[config.mk]
export PLATFORM = sky130hd
export DESIGN_NAME = tetron_collide
export DESIGN_NICKNAME = d
export VERILOG_FILES = /design/src/rtl/tetron_collide.sv
export SDC_FILE = /design/constraint.sdc
export NUM_CORES = 1
export LEC_CHECK = 0
export CORE_MARGIN = 1
export CORE_UTILIZATION = 40
export DETAILED_ROUTE_END_ITERATION = 10
export PLACE_DENSITY = 0.66
export SYNTH_ARGS = -nofsm -noshare
export SYNTH_HDL_FRONTEND = slang
export SYNTH_SLANG_ARGS = --single-unit
[constraint.sdc]
create_clock -name clk -period 4.1 [get_ports clk]
set_input_delay 0.41 -clock clk [delete_from_list [all_inputs] [get_ports clk]]
set_output_delay 0.41 -clock clk [all_outputs]
set_load 0.01 [all_outputs]
[src/rtl/tetron_collide.sv]
// tetron_collide: checks the four blocks of a falling piece against the playfield.
//
// A check is started by req in IDLE. Each of the four blocks is classified in turn
// (one per ISSUE cycle) as a wall hit, a floor hit, above the board, or an in-board
// cell whose playfield row is read. Read data returns one cycle later and is
// evaluated alongside the next block (block 3's read is evaluated in DRAIN).
//
// Ports:
//   clk                      clock, rising edge
//   rst                      synchronous active-high reset
//   req                      start a check (sampled only in IDLE)
//   origin_row / origin_col  piece origin (row 0 is the top row)
//   blkN_voffset/hoffset     two's-complement block offsets, N = 1..4
//   rd_en / rd_row           playfield read strobe and row address
//   rd_data                  row occupancy, valid the cycle after rd_en
//   busy                     check in progress
//   done                     one-cycle pulse, result valid
//   collision / hit_mask     result; held until the next accepted req
//
// Configuration:
//   TETRON_COLLIDE_EARLY_EXIT_EN  when defined, the first detected hit ends the check.

module tetron_collide (
  input  logic       clk,
  input  logic       rst,
  input  logic       req,
  input  logic [4:0] origin_row,
  input  logic [3:0] origin_col,
  input  logic [4:0] blk1_voffset,
  input  logic [4:0] blk1_hoffset,
  input  logic [4:0] blk2_voffset,
  input  logic [4:0] blk2_hoffset,
  input  logic [4:0] blk3_voffset,
  input  logic [4:0] blk3_hoffset,
  input  logic [4:0] blk4_voffset,
  input  logic [4:0] blk4_hoffset,
  output logic       rd_en,
  output logic [4:0] rd_row,
  input  logic [9:0] rd_data,
  output logic       busy,
  output logic       done,
  output logic       collision,
  output logic [3:0] hit_mask
);

`ifdef TETRON_COLLIDE_EARLY_EXIT_EN
  localparam bit EarlyExit = 1'b1;
`else
  localparam bit EarlyExit = 1'b0;
`endif

  typedef enum logic [1:0] {StIdle, StIssue, StDrain, StDone} state_e;

  state_e      state_q, state_d;
  logic [1:0]  idx_q, idx_d;
  logic [4:0]  org_row_q;
  logic [3:0]  org_col_q;
  logic [4:0]  voff_q [4];
  logic [4:0]  hoff_q [4];
  logic [3:0]  mask_q, mask_d;
  logic        coll_q, coll_d;
  logic        busy_q, busy_d;
  logic        done_q, done_d;
  // Outstanding read: which block it belongs to and which column to test.
  logic        pend_q, pend_d;
  logic [1:0]  pend_idx_q, pend_idx_d;
  logic [3:0]  pend_col_q, pend_col_d;

  logic              accept;
  logic signed [5:0] row_s, col_s;
  logic              cls_wall, cls_floor, cls_read, cur_hit;
  logic [15:0]       rd_ext;
  logic              rd_hit;
  logic [3:0]        rd_hit_vec, cur_hit_vec;

  assign accept = (state_q == StIdle) && req;

  // Absolute position of the current block, 6-bit signed.
  always_comb begin
    row_s = $signed({1'b0, org_row_q}) + $signed({voff_q[idx_q][4], voff_q[idx_q]});
    col_s = $signed({2'b00, org_col_q}) + $signed({hoff_q[idx_q][4], hoff_q[idx_q]});
  end

  assign cls_wall  = (col_s < 6'sd0) || (col_s > 6'sd9);
  assign cls_floor = !cls_wall && (row_s > 6'sd19);
  assign cls_read  = !cls_wall && !cls_floor && (row_s >= 6'sd0);
  assign cur_hit   = cls_wall || cls_floor;

  assign rd_ext      = {6'd0, rd_data};
  assign rd_hit      = pend_q && rd_ext[pend_col_q];
  assign rd_hit_vec  = rd_hit ? (4'b0001 << pend_idx_q) : 4'b0000;
  assign cur_hit_vec = cur_hit ? (4'b0001 << idx_q) : 4'b0000;

  always_comb begin
    state_d    = state_q;
    idx_d      = idx_q;
    mask_d     = mask_q;
    coll_d     = coll_q;
    busy_d     = busy_q;
    done_d     = 1'b0;
    pend_d     = 1'b0;
    pend_idx_d = pend_idx_q;
    pend_col_d = pend_col_q;
    rd_en      = 1'b0;
    rd_row     = 5'd0;
    unique case (state_q)
      StIdle: begin
        if (req) begin
          state_d = StIssue;
          idx_d   = 2'd0;
          mask_d  = 4'b0000;
          coll_d  = 1'b0;
          busy_d  = 1'b1;
        end
      end
      StIssue: begin
        // With early exit, a read hit landing this cycle stops any further reads.
        if (cls_read && !(EarlyExit && rd_hit)) begin
          rd_en      = 1'b1;
          rd_row     = row_s[4:0];
          pend_d     = 1'b1;
          pend_idx_d = idx_q;
          pend_col_d = col_s[3:0];
        end
        mask_d = mask_q | cur_hit_vec | rd_hit_vec;
        if (EarlyExit && (cur_hit || rd_hit)) begin
          state_d = StDone;
          idx_d   = 2'd0;
          done_d  = 1'b1;
          coll_d  = 1'b1;
          busy_d  = 1'b0;
          pend_d  = 1'b0;
        end else if (idx_q == 2'd3) begin
          state_d = StDrain;
          idx_d   = 2'd0;
        end else begin
          idx_d = idx_q + 2'd1;
        end
      end
      StDrain: begin
        mask_d  = mask_q | rd_hit_vec;
        state_d = StDone;
        done_d  = 1'b1;
        coll_d  = |mask_d;
        busy_d  = 1'b0;
      end
      StDone: begin
        state_d = StIdle;
        idx_d   = 2'd0;
      end
      default: state_d = StIdle;
    endcase
  end

  always_ff @(posedge clk) begin
    if (rst) begin
      state_q    <= StIdle;
      idx_q      <= 2'd0;
      mask_q     <= 4'b0000;
      coll_q     <= 1'b0;
      busy_q     <= 1'b0;
      done_q     <= 1'b0;
      pend_q     <= 1'b0;
      pend_idx_q <= 2'd0;
      pend_col_q <= 4'd0;
    end else begin
      state_q    <= state_d;
      idx_q      <= idx_d;
      mask_q     <= mask_d;
      coll_q     <= coll_d;
      busy_q     <= busy_d;
      done_q     <= done_d;
      pend_q     <= pend_d;
      pend_idx_q <= pend_idx_d;
      pend_col_q <= pend_col_d;
    end
  end

  // Operand capture needs no reset: only used after an accepted req.
  always_ff @(posedge clk) begin
    if (accept && !rst) begin
      org_row_q <= origin_row;
      org_col_q <= origin_col;
      voff_q[0] <= blk1_voffset;
      hoff_q[0] <= blk1_hoffset;
      voff_q[1] <= blk2_voffset;
      hoff_q[1] <= blk2_hoffset;
      voff_q[2] <= blk3_voffset;
      hoff_q[2] <= blk3_hoffset;
      voff_q[3] <= blk4_voffset;
      hoff_q[3] <= blk4_hoffset;
    end
  end

  assign busy      = busy_q;
  assign done      = done_q;
  assign collision = coll_q;
  assign hit_mask  = mask_q;

endmodule

==> results.md <==
* Global-route wire length before repair at 10,800 microns
* Synth Instances at ~240
* Ys Warns at 0
* Initial antenna violation count at 0
* Ant diodes at 0
* Most common cell in the netlist: edfxtp_1
* Drc violations at 0
* Post-Syn Area per Cell at 13.8 sq um
* Hold WC Path Type: flop to flop
* Power per cell area at 535 mW/mm^2
* Final hold violations at 0
* Synth top cells by count: edfxtp_1 (49), a21oi_1 (20), dfxtp_1 (20), ha_1 (17), o21ai_0 (13)
* Max Cap Violations at 0
* Max-slew violations at 0
* Die Ht at just over 90 microns
* Yosys reg bits at 69
* IO Count at 75
* Worst Setup Start Kind: flop
* WP data required at 3.69 ns
* Post-synth top flop: edfxtp_1
* Nature of the critical path endpoint: output pin
* Row count at 32
* Post-synth net total at 316
* Vias at 2,249
* CTS Buf Count at 9
* Die area at 0.00850 sq mm
* First DRT Iteration DRCs at slightly above 90
* Setup violators final at 0
* I/O Buffers at 74
* CTS tree: done
* WL/cell at 14.9 microns
* F_max at 252 MHz
* Static Leak at 0.00163 uW
* # hold bufs at CTS at 0
* Top cells by area, synth: edfxtp_1 (45%), dfxtp_1 (12%), mux4_2 (6.9%)
* Layout Cells excl Fill at around 440
* Final core utilization at 57.0%
* Largest net degree at the start of global routing at 23
* Tcrit/Tclk final at 96.7%
* Clk Latency, worst-skew pair at 0.35 ns
* CTS Sinks at 69
* Area Overhead vs Synth at 36.7%
* Chip Width at slightly above 90 microns
* Placer congestion estimate at a little over 0.8
* Antenna-violating nets left at 0
* Post-synth EDFFs at 49
* Register area share after synthesis at 57.5%
* Outcome: finished, final reports clean
* Post-DP HPWL at 4910 microns
* Final #Nets at 409
* Slew @ Worst Pin at 0.617 ns
* Syn Std Cell Area at around 0.0033 sq mm
* Gr ovfl total at 0
* H-tree depth at 3
* Starting Density at 41.7%
* Tmin final at 3.96 ns
* Core area at 0.00781 sq mm
* Final worst clock skew at 0.0120 ns
* Worst Path Max Fanout at 4
* Worst vdd ir at 0.383 mV
* Netlist cell types at 50
* Clock transition at the registers of the reported paths at 0.09 ns
* Avg Vias per Cell at 5.17
* Drt total wl at roughly 6500 microns
* Gr usage total at 16.7%
* Top-area cell type share of the netlist area at ~45%
* Fraction of registers with async set or reset after synthesis at 0%
* Worst slew margin at slightly below 60%
* Share of layout cells above drive strength 1 at between 10% and 20%
* TritonRoute pass-1 iters at 4
* # fillers at ~670
* Worst EP arrival at 3.55 ns
* Post-synth top area cell: edfxtp_1
* Vias in the first global route at between 2,000 and 2,500
* CP Class: flop to output pin
* Root Buffer: clkbuf_8
* Max clock buf depth at 2
* Placed instance count at just over 400
## worst max-delay path, stage by stage (launching register included)
cell,delay [ns]
dfxtp_2,0.36
buf_4,0.15
mux4_2,0.49
ha_1,0.23
fa_1,0.41
xor2_1,0.19
nor4bb_1,0.36
nor4_2,0.11
nor2b_2,0.18
and3_1,0.19
clkdlybuf4s50_1,0.53
## power breakdown
group          internal [uW]  switching [uW]
Combinational            424             487
Clock                    286             276
Sequential               861            46.0
## area by class of cell
class / count / area (sq um) / area share (%)
clock inverter: 6 / 71.3 / 1.60
clock buffer: 10 / 128 / 2.87
timing repair buffer: 89 / 850 / 19.1
tap: 102 / 128 / 2.87
multi-input combinational: 150 / 1370 / 30.7
sequential: 69 / 1870 / 42.1
inverter: 9 / 33.8 / 0.759
## cells in the final DEF (no fill, tap or decap), types with 3 or more instances in the layout
cell,instances
dfxtp_1,19
clkbuf_8,9
dlygate4sd2_1,3
nand2b_1,4
a21oi_1,20
nor2_1,11
a21o_1,3
o21ai_0,13
clkdlybuf4s50_1,71
mux4_2,10
buf_4,15
inv_1,9
nand3_1,7
nand2_1,6
and3_1,7
a22o_1,5
ha_1,17
nor4_2,3
nor2b_1,4
edfxtp_1,49
## logic make-up (layout without fill, tap and decap cells)
| family | count (synthesis) | count (layout) | share of synthesized area, % |
|---|---|---|---|
| DFF | 69 | 69 | 57.5 |
| AOI/OAI and AO/OA | 59 | 59 | 12.6 |
| and+or+nand+nor | 54 | 54 | 9.38 |
| adders and majority gates | 19 | 19 | 7.77 |
| buffers and inverters | 16 | 114 | 2.46 |
| muxes | 15 | 15 | 9.50 |
| xor gates and xnor gates | 3 | 3 | 0.808 |
## repair_timing
item                                    CTS  global route
endpoints found under the setup margin    6             3
pin swaps                                 4             3
setup buffers                             4             1
resized for setup                        11             3
## path summary, 6_finish.rpt
check | depth (start not counted) | endpoint | slack, ns | startpoint
worst min-delay path | 2 | collision | 0.48 | collision
worst max-delay path | 10 | rd_row[0] | 0.14 | flop
worst max register to register | 15 | pend_col_q[2] | 0.71 | flop
worst min register to register | 2 | collision | 0.48 | collision
## metal layers
layer  track usage, %  vias up  part of all wire (%)
met5                0        -                     0
met4             6.12        0                   1.7
met3             5.22        9                   5.5
met2             27.1       63                    48
met1             21.0     1081                    45
li1                 -     1096                     -
## through the flow
step           power (uW)  setup TNS [ns]  instance area (sq um)  hold WS, ns  setup slack (ns)
6_report             2380               0                   4450        0.479             0.136
3_5_place_dp         1750               0                   4160        0.470             0.177
2_1_floorplan        1490               0                   3250        0.463             0.686
3_3_place_gp         1740               0                   4160        0.464             0.260
4_1_cts              2390               0                   4430        0.486            0.0447
5_1_grt              2530         -0.0106                   4450        0.523          -0.00375
## flip-flops by register name, summed over array words and instances, names as in the netlist, 2 cells and up, named ones only
name and flops:
hit_mask 4, org_row_q 5, pend_idx_q 2, org_col_q 4, hoff_q 20, state_q 2
idx_q 2, pend_col_q 4, voff_q 20
Power figures use the tool's default switching activity.
